--- src/rtl/soc_mem_router.sv ---
// Parametrised N-slave data-bus router with base/mask decode, decode-error reporting and a saturating error counter.
// Optional access timeout is compiled in when SOC_ROUTER_TIMEOUT_EN is defined.
module soc_mem_router #(
    parameter int                           NUM_SLAVES     = 4,
    parameter int                           DATA_W         = 32,
    parameter int                           ADDR_W         = 32,
    parameter logic [NUM_SLAVES*ADDR_W-1:0] SLV_BASE       = '0,
    parameter logic [NUM_SLAVES*ADDR_W-1:0] SLV_MASK       = '0,
    parameter int                           TIMEOUT_CYCLES = 255,
    parameter logic [DATA_W-1:0]            ERR_DATA       = 32'hDEADBEEF
) (
    input  logic                         clk,
    input  logic                         rst,
    input  logic [ADDR_W-1:0]            m_addr,
    input  logic [DATA_W-1:0]            m_wdata,
    input  logic [2:0]                   m_flag,
    input  logic                         m_we,
    input  logic                         m_re,
    output logic [DATA_W-1:0]            m_rdata,
    output logic                         m_ready,
    output logic                         m_err,
    output logic [7:0]                   err_cnt,
    output logic [NUM_SLAVES-1:0]        s_sel,
    output logic [ADDR_W-1:0]            s_addr,
    output logic [DATA_W-1:0]            s_wdata,
    output logic [2:0]                   s_flag,
    output logic                         s_we,
    output logic                         s_re,
    input  logic [NUM_SLAVES*DATA_W-1:0] s_rdata,
    input  logic [NUM_SLAVES-1:0]        s_ready
);

    typedef enum logic [1:0] {
        IDLE   = 2'd0,
        ACCESS = 2'd1,
        RESP   = 2'd2
    } state_t;

    state_t state;
    state_t state_next;

    logic [NUM_SLAVES-1:0] hit_oh;
    logic                  req;
    logic                  dec_err;
    logic                  sel_ready;
    logic [DATA_W-1:0]     sel_rdata;
    logic                  tmo_hit;

    // Scan from the top so the lowest-index matching window is the one left standing.
    always_comb begin
        hit_oh = '0;
        for (int i = NUM_SLAVES - 1; i >= 0; i--) begin
            if ((m_addr & SLV_MASK[i*ADDR_W +: ADDR_W]) == SLV_BASE[i*ADDR_W +: ADDR_W]) begin
                hit_oh = NUM_SLAVES'(1) << i;
            end
        end
    end

    assign req     = m_we | m_re;
    assign dec_err = (m_we & m_re) | ~(|hit_oh);

    // Only the selected slave's ready and data are visible; s_sel is zero outside ACCESS.
    assign sel_ready = |(s_ready & s_sel);

    always_comb begin
        sel_rdata = '0;
        for (int i = 0; i < NUM_SLAVES; i++) begin
            if (s_sel[i]) begin
                sel_rdata = sel_rdata | s_rdata[i*DATA_W +: DATA_W];
            end
        end
    end

`ifdef SOC_ROUTER_TIMEOUT_EN
    localparam int TMO_W = $clog2(TIMEOUT_CYCLES + 1);

    logic [TMO_W-1:0] tmo_cnt;

    always_ff @(posedge clk) begin
        if (rst || state != ACCESS) begin
            tmo_cnt <= '0;
        end else begin
            tmo_cnt <= tmo_cnt + 1'b1;
        end
    end

    assign tmo_hit = (state == ACCESS) && (tmo_cnt == TMO_W'(TIMEOUT_CYCLES - 1));
`else
    assign tmo_hit = 1'b0;
`endif

    always_ff @(posedge clk) begin
        if (rst) begin
            state <= IDLE;
        end else begin
            state <= state_next;
        end
    end

    // A slave ready on the timeout cycle takes priority over the timeout.
    always_comb begin
        state_next = state;
        case (state)
            IDLE: begin
                if (req) begin
                    state_next = dec_err ? RESP : ACCESS;
                end
            end
            ACCESS: begin
                if (sel_ready || tmo_hit) begin
                    state_next = RESP;
                end
            end
            RESP: begin
                state_next = IDLE;
            end
            default: begin
                state_next = IDLE;
            end
        endcase
    end

    always_ff @(posedge clk) begin
        if (rst) begin
            m_rdata <= '0;
            m_ready <= 1'b0;
            m_err   <= 1'b0;
            err_cnt <= '0;
            s_sel   <= '0;
            s_addr  <= '0;
            s_wdata <= '0;
            s_flag  <= '0;
            s_we    <= 1'b0;
            s_re    <= 1'b0;
        end else begin
            m_ready <= 1'b0;
            m_err   <= 1'b0;
            case (state)
                IDLE: begin
                    if (req) begin
                        s_addr  <= m_addr;
                        s_wdata <= m_wdata;
                        s_flag  <= m_flag;
                        if (dec_err) begin
                            m_ready <= 1'b1;
                            m_err   <= 1'b1;
                            m_rdata <= ERR_DATA;
                            err_cnt <= (err_cnt == 8'hFF) ? err_cnt : err_cnt + 8'd1;
                        end else begin
                            s_sel <= hit_oh;
                            s_we  <= m_we;
                            s_re  <= m_re;
                        end
                    end
                end
                ACCESS: begin
                    if (sel_ready) begin
                        m_ready <= 1'b1;
                        m_rdata <= s_re ? sel_rdata : '0;
                        s_sel   <= '0;
                        s_we    <= 1'b0;
                        s_re    <= 1'b0;
                    end else if (tmo_hit) begin
                        m_ready <= 1'b1;
                        m_err   <= 1'b1;
                        m_rdata <= ERR_DATA;
                        err_cnt <= (err_cnt == 8'hFF) ? err_cnt : err_cnt + 8'd1;
                        s_sel   <= '0;
                        s_we    <= 1'b0;
                        s_re    <= 1'b0;
                    end
                end
                default: begin
                end
            endcase
        end
    end

endmodule

--- config.mk ---
export PLATFORM = sky130hd
export DESIGN_NAME = soc_mem_router
export DESIGN_NICKNAME = d
export VERILOG_FILES = /design/src/rtl/soc_mem_router.sv
export SDC_FILE = /design/constraint.sdc
export NUM_CORES = 1
export LEC_CHECK = 0
export CORE_AREA = 2 2 122 124
export DETAILED_ROUTE_END_ITERATION = 7
export DIE_AREA = 0 0 124 126
export PLACE_DENSITY = 0.78
export SLEW_MARGIN = 20
export SYNTH_ARGS = -nofsm -noshare
export SYNTH_HDL_FRONTEND = slang
export SYNTH_SLANG_ARGS = --single-unit
--- constraint.sdc ---
create_clock -name clk -period 2.05 [get_ports clk]
set_clock_uncertainty 0.1 [all_clocks]
set_input_delay 0.3075 -clock clk [delete_from_list [all_inputs] [get_ports clk]]
set_output_delay 0.3075 -clock clk [all_outputs]
set_load 0.01 [all_outputs]
==> flow_metrics.py <==
metrics = {
    "timing": {
        "max_freq_mhz": 545,
        "setup_tns_ns": 0,
        "rsz0062_at_grt": "no",
        "setup_viol": 0,
        "holdWs_ns": 0.201,
        "fin_ws_ns": 0.216,
        "hold_viol": 0,
        "period_needed_ns": 1.83,
        "slew_violations": 0,
        "post-route-period-util_pct": 89.5,
    },
    "job": {
        "maxCapViolations": 0,
    },
    "place": {
        "place_hpwl_um": 8670,
        "dpl_worst_slack_ns": -0.00477,
        "placed_cells": 891,
        "numPortBuffers": 215,
        "globalplace.congestion": 0.764,
    },
    "finish": {
        "instances_no_fill": 923,
        "layout.nets": 930,
        "layout_common_cells": "clkdlybuf4s50_1 (214), nand2_1 (170), dfxtp_1 (114), a21oi_1 (78), nor2_1 (36)",
        "n_antenna_cell": 0,
        "area_growth_pct": 73.3,
        "final_common_cell": "clkdlybuf4s50_1",
        "fillers": 1309,
        "drive_gt1_share_pct": 7.44,
    },
    "synthesis": {
        "seq_area_frac_synth_pct": 53.7,
        "netlist_instances": 519,
        "postSynthAreaPerCell_um2": 8.18,
        "syn-cell-area_mm2": 0.00425,
        "yosysWarnings": 0,
        "synth_top_area_cell": "dfxtp_1",
        "ys_types": 38,
        "yosys-top-cells-area": "dfxtp_1 (54%), nand2_1 (15%), a21oi_1 (9.3%)",
        "ys_ff_latch": 114,
        "synth.top_cell.area_share_pct": 53.7,
    },
    "route": {
        "wl_per_cell_um": 13.7,
        "route.detailed.drc": 0,
        "routed_wl_um": 12700,
        "drt_iter0_markers": 149,
        "antenna_left": 0,
        "drtPass1Iterations": 4,
        "vias_per_cell": 4.54,
        "via_count": 4191,
    },
    "clocking": {
        "cts_buffers": 17,
        "cts_tree": "built",
        "cts_root_buf": "clkbuf_16",
        "cts_hold_buf": 0,
        "postCtsSetupRepairBufs": 0,
        "clockBufferDepth": 2,
        "htree_levels": 4,
        "clk_pin_slew_worst_paths_ns": 0.06,
        "cts_resized": 0,
        "insertion_delay_ns": 0.41,
        "numClockSinks": 114,
    },
    "floorplan": {
        "die-area_mm2": 0.0156,
        "coreArea_mm2": 0.0143,
        "ios": 318,
        "fp.dieW_um": 124,
        "die_y_um": 126,
        "start_util_pct": 29.7,
        "rows": 44,
    },
    "setup_path": {
        "crit_fanout": 7,
        "crit_chain": "clkdlybuf4s50_1",
        "cp.required_ns": 1.64,
        "cp_num_buf_inv": 1,
        "cp_slowest_cell": "clkdlybuf4s50_1",
        "critPathTopFamily": "buffers and inverters",
        "worstSetupEndpointType": "output port",
        "crit_type": "reg2out",
        "slowest_delay_ns": 0.58,
        "worstPathArrival_ns": 1.43,
        "startpoint_type": "flip-flop",
    },
    "global_route": {
        "grt_use_total_pct": 15.8,
        "grt_max_degree": 56,
        "grt_pass1_vias": 3973,
        "grt_first_pass_wirelength_um": 19200,
        "overflow": 0,
        "antenna_found_initial": 0,
    },
    "min_path": {
        "hold_class": "in2reg",
    },
    "power_and_ir_drop": {
        "power_density_mw_per_mm2": 975,
        "peakVddDrop_v": 0.000494,
        "p_leak_uw": 0.00272,
    },
    "outcome": {
        "outcome": "complete, no violations",
    },
}
layer usage:
metal / up-vias / wire length [um] / global-route usage, %
met5: - / 0 / 0
met4: 0 / 113 / 5.35
met3: 8 / 1670 / 9.51
met2: 168 / 5650 / 25.1
met1: 1860 / 5230 / 17.5
li1: 2155 / - / -
cells in the mapped netlist:
master     count
a21oi_1       79
nor3_1         2
dfxtp_1      114
a2bb2oi_1      1
o211ai_1       1
a32oi_1        2
and2_2         1
and4bb_4       1
inv_1          5
a211oi_1       1
o21ai_0        1
buf_1          3
xor2_1         3
clkbuf_1      22
buf_2         11
buf_4          8
o2111a_1       2
a21bo_2        1
o211ai_4       1
conb_1         1
nand3_1       11
o21ai_1        1
and4_1         1
nor2_1        36
nor2b_1        1
ha_1           1
and2_1         1
a21boi_1       1
nand4_1        3
mux2i_1        2
or4_1          1
mux2_2         1
a21o_1         1
o31ai_1        1
a311oi_1      24
and3_1         2
nand2_1      170
nand3b_1       1
sequential cells by signal, indices dropped and copies added (netlist names):
signal,cells
m_rdata,32
s_addr,32
s_wdata,32
err_cnt,8
s_flag,3
state,2
m_err,1
m_ready,1
s_re,1
s_sel,1
s_we,1
logic make-up (layout without fill, tap and decap cells):
family | Yosys count | after routing | share of synthesized area [%]
other | 1 | 3 | 0.0883
XOR/XNOR | 3 | 3 | 0.619
buffers and inverters | 49 | 267 | 5.36
adder cells (fa/ha/maj) | 1 | 1 | 0.295
flip-flops | 114 | 114 | 53.7
multiplexers | 3 | 3 | 0.737
AND/OR/NAND/NOR | 231 | 231 | 21.9
AO/OA/AOI/OAI | 117 | 117 | 17.3
cell type report:
cell class | count | area (um^2) | area share (%)
clock buffers | 19 | 443 | 6.02
inverters | 5 | 18.8 | 0.255
repair buffers | 230 | 2350 | 31.9
well taps | 184 | 230 | 3.13
clock inverters | 13 | 256 | 3.49
flip-flops and latches | 114 | 2280 | 31.0
multi-input cells | 358 | 1780 | 24.2
report_power, final:
part,switching [uW],total (uW),internal [uW]
Combinational,547,1210,664
Sequential,92.9,2490,2400
Clock,1040,3470,2440
stage by stage:
step           instance area (um^2)  total power (uW)  utilization, %
6_report                       7360              7170            51.4
4_1_cts                        7360              7280            51.4
3_5_place_dp                   6660              3760            46.5
5_1_grt                        7360              7510            51.4
2_1_floorplan                  4250              3040               -
3_3_place_gp                   6660              3740            46.5
worst paths after layout:
kind	start	end	slack (ns)	cells past startpoint
max	err_cnt[3]$_SDFFE_PP0P_	err_cnt[3]	0.22	1
min	rst	err_cnt[4]$_SDFFE_PP0P_	0.20	2
max reg2reg	s_sel[0]$_SDFFE_PP0P_	m_rdata[28]$_SDFFE_PP0P_	0.45	5
min reg2reg	m_rdata[24]$_SDFFE_PP0P_	m_rdata[24]$_SDFFE_PP0P_	0.35	2
No activity file was read; power rests on OpenSTA's default activity.
